<file path="src/rtl/sdram_port_arbiter.sv">
// Two-master arbiter in front of a single Avalon-MM SDRAM controller port.
// m0 (video fetch) has priority; m1 is guaranteed progress by a starvation counter.
module sdram_port_arbiter #(
  parameter int ADDR_W     = 25,
  parameter int DATA_W     = 16,
  parameter int BE_W       = 2,
  parameter int MAX_PEND   = 8,
  parameter int STARVE_MAX = 16,
  localparam int PW        = $clog2(MAX_PEND) + 1
) (
  input  logic              clk_clk,
  input  logic              reset_reset_n,
  input  logic [ADDR_W-1:0] m0_address,
  input  logic              m0_read,
  output logic              m0_waitrequest,
  output logic [DATA_W-1:0] m0_readdata,
  output logic              m0_readdatavalid,
  input  logic [ADDR_W-1:0] m1_address,
  input  logic              m1_read,
  input  logic              m1_write,
  input  logic [DATA_W-1:0] m1_writedata,
  input  logic [BE_W-1:0]   m1_byteenable,
  output logic              m1_waitrequest,
  output logic [DATA_W-1:0] m1_readdata,
  output logic              m1_readdatavalid,
  output logic [ADDR_W-1:0] s_address,
  output logic              s_read,
  output logic              s_write,
  output logic [DATA_W-1:0] s_writedata,
  output logic [BE_W-1:0]   s_byteenable,
  input  logic              s_waitrequest,
  input  logic [DATA_W-1:0] s_readdata,
  input  logic              s_readdatavalid,
  output logic [PW-1:0]     pend_count,
  output logic              err_sticky
);

  localparam int AW = $clog2(MAX_PEND);
  localparam int SW = $clog2(STARVE_MAX + 1);
  localparam logic [SW-1:0] STARVE_LIM = SW'(STARVE_MAX);
  localparam logic [PW-1:0] PEND_LIM   = PW'(MAX_PEND);

  typedef enum logic {IDLE, LOCKED} state_t;

  state_t          state_q, state_d;
  logic            lock_id_q, lock_id_d;
  logic [SW-1:0]   starve_q, starve_d;
  logic [AW-1:0]   wr_ptr_q, wr_ptr_d;
  logic [AW-1:0]   rd_ptr_q, rd_ptr_d;
  logic [PW-1:0]   pend_q, pend_d;
  logic            err_q, err_d;
  logic [MAX_PEND-1:0] tag_q, tag_d;

  logic grant, presented, accept, pop, push, full;
  logic m0_elig, m1_elig, m1_req, starve_hit, rd_cmd, wr_cmd;

  // A pop in the same cycle frees a slot, so a full FIFO does not block a read then.
  always_comb begin
    m1_req     = m1_read | m1_write;
    pop        = s_readdatavalid & (pend_q != '0);
    full       = (pend_q == PEND_LIM) & ~pop;
    m0_elig    = m0_read & ~full;
    m1_elig    = m1_write | (m1_read & ~full);
    starve_hit = (starve_q == STARVE_LIM);

    grant     = 1'b0;
    presented = 1'b0;
    case (state_q)
      IDLE: begin
        if (m0_elig && !(starve_hit && m1_elig)) begin
          grant     = 1'b0;
          presented = 1'b1;
        end else if (m1_elig) begin
          grant     = 1'b1;
          presented = 1'b1;
        end
      end
      LOCKED: begin
        grant     = lock_id_q;
        presented = lock_id_q ? m1_elig : m0_elig;
      end
      default: ;
    endcase
    if (!reset_reset_n) presented = 1'b0;

    rd_cmd = presented & (grant ? m1_read : m0_read);
    wr_cmd = presented & grant & m1_write;
    accept = presented & ~s_waitrequest;
    push   = accept & rd_cmd;
  end

  always_comb begin
    s_address    = grant ? m1_address : m0_address;
    s_read       = rd_cmd;
    s_write      = wr_cmd;
    s_writedata  = grant ? m1_writedata : '0;
    s_byteenable = grant ? m1_byteenable : '1;

    m0_waitrequest = !(presented && !grant) || s_waitrequest;
    m1_waitrequest = !(presented && grant) || s_waitrequest;

    m0_readdata      = s_readdata;
    m1_readdata      = s_readdata;
    m0_readdatavalid = reset_reset_n & pop & ~tag_q[rd_ptr_q];
    m1_readdatavalid = reset_reset_n & pop &  tag_q[rd_ptr_q];

    pend_count = pend_q;
    err_sticky = err_q;
  end

  always_comb begin
    state_d   = (presented && s_waitrequest) ? LOCKED : IDLE;
    lock_id_d = (presented && s_waitrequest) ? grant : lock_id_q;

    starve_d = starve_q;
    if (accept && grant)
      starve_d = '0;
    else if (accept && !grant && m1_req && !starve_hit)
      starve_d = starve_q + 1'b1;

    tag_d = tag_q;
    if (push) tag_d[wr_ptr_q] = grant;
    wr_ptr_d = wr_ptr_q + AW'(push);
    rd_ptr_d = rd_ptr_q + AW'(pop);
    pend_d   = pend_q + PW'(push) - PW'(pop);
    err_d    = err_q | (s_readdatavalid & (pend_q == '0));
  end

  always_ff @(posedge clk_clk) begin
    if (!reset_reset_n) begin
      state_q   <= IDLE;
      lock_id_q <= 1'b0;
      starve_q  <= '0;
      wr_ptr_q  <= '0;
      rd_ptr_q  <= '0;
      pend_q    <= '0;
      err_q     <= 1'b0;
      tag_q     <= '0;
    end else begin
      state_q   <= state_d;
      lock_id_q <= lock_id_d;
      starve_q  <= starve_d;
      wr_ptr_q  <= wr_ptr_d;
      rd_ptr_q  <= rd_ptr_d;
      pend_q    <= pend_d;
      err_q     <= err_d;
      tag_q     <= tag_d;
    end
  end

endmodule

</file>
<file path="config.mk">
export PLATFORM = sky130hd
export DESIGN_NAME = sdram_port_arbiter
export DESIGN_NICKNAME = d
export VERILOG_FILES = /design/src/rtl/sdram_port_arbiter.sv
export SDC_FILE = /design/constraint.sdc
export NUM_CORES = 1
export LEC_CHECK = 0
export BUFFER_PORTS_ARGS = -buffer_cell sky130_fd_sc_hd__buf_2
export CORE_AREA = 2 2 91 76
export CTS_CLUSTER_DIAMETER = 100
export DETAILED_ROUTE_END_ITERATION = 12
export DIE_AREA = 0 0 93 78
export HOLD_SLACK_MARGIN = 0.03
export PLACE_DENSITY = 0.76
export SYNTH_ARGS = -nofsm -noshare
export SYNTH_HDL_FRONTEND = slang
export SYNTH_SLANG_ARGS = --single-unit
</file>
<file path="constraint.sdc">
create_clock -name clk_clk -period 2.9 [get_ports clk_clk]
set_input_delay 0.29 -clock clk_clk [delete_from_list [all_inputs] [get_ports clk_clk]]
set_output_delay 0.29 -clock clk_clk [all_outputs]
set_load 0.005 [all_outputs]
</file>
==> metrics <==
CP Max Fanout 2; largest net degree at the start of global routing 46; Initial Util approximately 35%; total grt overflow 0; leakage 1.484 nW; Post-Synthesis Cells 300; Slew Limit Headroom between 70% and 80%; Post-synth EDFFs 0; Post-Synthesis Cell Area roughly 2200 sq um; setup ws final -0.1853 ns; commonest non-fill, non-tap cell in the layout buf_2; failing checks setup timing; Min Clock Period, post-route about 3.1 ns; Synth Area in Compound Gates 12.73%; unrepaired setup endpoints after global routing yes; Area Overhead vs Synth 33.79%; Worst Tran Pin Value 0.3972 ns; final instance area 2958 sq um; nets 510; CTS tree yes; fill cell count between 600 and 700; Port-buffer cells 128; Area after DPL roughly 2800 sq um; PD cells slightly above 600 nW/um^2; Hold Path Class input port to flip-flop; post-route ant nets 0; Post-Synth Simple-Gate Area 31.75%; drt wl/cell approximately 13 um; top_reg_cell synth dfxtp_1; area of the multi-input gates 1396 sq um; most frequent cells in the layout buf_2 (128), nand2_1 (95), dfxtp_1 (25); fin. max-slew vios 0; CP required between 3 and 4 ns; Vias/cell 4.748; Seq/Total Area, Yosys between 20% and 30%; drt first pass iters 4; Core ar. approximately 6200 sq um; Vias 2322; period utilization 106.4%; Num Clock Sinks 26; H-tree levels 1; Yosys warning total 0; n_diodes 0; Die Wd around 93 um; dpl hpwl a little over 5 mm; Total Wirelength 6.519 mm; Highest Clock Rate around 0.32 GHz; mux cell area share after synthesis under 10%; Util after Layout a little under half; total die area about 7300 sq um; Clk Latency, worst-skew pair approximately 0.28 ns; Seq cells post-synth 26; initial antenna violation count 0; Layout Cells excl Fill 489; row count 26; Reg area 521.8 sq um; CTS max path bufs 2; routability cong. just under 0.9; boundary pin count 177; layout cells sized above 1 between 40% and 50%; Peak supply drop 0.0004402 V; First DRT Iteration DRCs 65; Final setup viols 3; post-synthesis adder-cell area fraction 7.697%; first-pass GRT wire length approximately 10 mm; Arr. time, crit path 3.25 ns; TritonCTS buffer count 3; status finished with violations; Async SR Flop Fraction 0%; startpoint types flip-flop; Yosys cell types 41; vias in the first global route ~2200; Mean Syn Cell Area ~7.4 sq um; Inst Count DP 482; main combinational cell family by area after synthesis simple AND/OR/NAND/NOR gates; max-cap viol count 0; final hold vios 0; Syn Nets 404; CTS root buf clkbuf_8; Hold Slack between 0.2 and 0.3 ns; Die Ht 78 um; CTS clk-pin slew, worst paths approximately 0.090 ns; critical path endpoint category flip-flop; all-layer global routing usage 17.43%; hold-fix buffers at CTS 0; Setup CP Type flip-flop to flip-flop; drt drc 0; clock skew approximately 0.0033 ns; Post-Synth XOR/XNOR Area 1.585%
-- synth_stat cells (2+ instances only) --
cell type / instances / area (sq um)
or2_2: 3 / 18.77
a2111oi_2: 5 / 75.07
ha_1: 12 / 150.1
o21ai_0: 2 / 10.01
dfxtp_1: 26 / 520.5
buf_4: 32 / 240.2
mux2i_1: 10 / 100.1
nand3_1: 2 / 10.01
and3_1: 2 / 12.51
xnor2_1: 4 / 35.03
and2_1: 22 / 137.6
nor2_1: 10 / 37.54
clkbuf_1: 14 / 52.55
a21oi_1: 4 / 20.02
o32ai_1: 2 / 17.52
mux4_2: 2 / 45.04
inv_1: 13 / 48.80
nand2b_1: 5 / 31.28
nand4_1: 3 / 18.77
or3_1: 3 / 18.77
nor3_1: 3 / 15.01
nand2_1: 95 / 356.6
o2bb2ai_1: 2 / 17.52
a211oi_1: 7 / 52.55
-- final timing paths --
path	cells past startpoint	start	endpoint	slack (ns)
max	13	pend_count[2]	pend_count[2]	-0.19
min	3	s_readdatavalid	err_sticky	0.28
max reg2reg	13	pend_count[2]	pend_count[2]	-0.19
min reg2reg	2	tag_q[6]	tag_q[6]	0.46
-- layer usage --
metal | global-route usage [%] | wire [um] | up-vias
met5 | 0 | 0 | -
met4 | 2.353 | 38 | 0
li1 | - | - | 1170
met2 | 30.07 | 3294 | 77
met1 | 22.58 | 2812 | 1068
met3 | 4.175 | 373 | 7
-- worst max-delay path: stages (launching register included) --
cell	delay [ns]
dfxtp_2	0.33
inv_2	0.05
ha_1	0.15
or3b_4	0.38
or4_4	0.43
a31o_1	0.26
a211oi_2	0.25
inv_1	0.10
ha_4	0.27
inv_2	0.03
ha_4	0.15
fa_2	0.35
xnor2_2	0.16
nor2_1	0.06
-- where the power goes --
part / switching (mW) / internal (mW)
Clock: 0.120 / 0.185
Sequential: 0.0391 / 0.410
Combinational: 0.539 / 0.530
Total: 0.698 / 1.13
-- through the flow --
step | setup WS (ns) | setup TNS (ns) | total power, mW
3_5_place_dp | -0.1393 | -0.2750 | 1.439
4_1_cts | -0.1343 | -0.2567 | 1.757
2_1_floorplan | -0.2213 | -0.5498 | 1.058
6_report | -0.1853 | -0.4709 | 1.824
3_3_place_gp | -0.05533 | -0.1040 | 1.391
5_1_grt | -0.3283 | -0.9587 | 1.991
-- final cells by class --
class | count | share of cell area, %
well taps | 84 | 3.553
clock buffers | 3 | 1.396
multi-input cells | 213 | 47.21
repair buffers | 148 | 27.41
flip-flops and latches | 26 | 17.64
clock inverters | 1 | 1.015
inverters | 14 | 1.777
-- sequential cells by signal (all words and copies together) (netlist names) --
signal      flops
err_sticky      1
lock_id_q       1
pend_count      4
rd_ptr_q        3
starve_q        5
state_q         1
tag_q           8
wr_ptr_q        3
-- repair_timing --
action | CTS | global route
pin swaps | 0 | 5
setup endpoints to repair | 6 | 48
setup buffers | 3 | 0
gates resized for setup | 1 | 12
-- cell families (layout without fill, tap and decap cells) --
group           after synthesis  count (layout)
flops                        26              26
fa+ha+maj                    13              13
xor+xnor                      4               4
buf+inv                      61             166
mux                          12              12
compound gates               31              31
simple gates                153             153
Note: power is estimated with default switching activity, not from simulation.
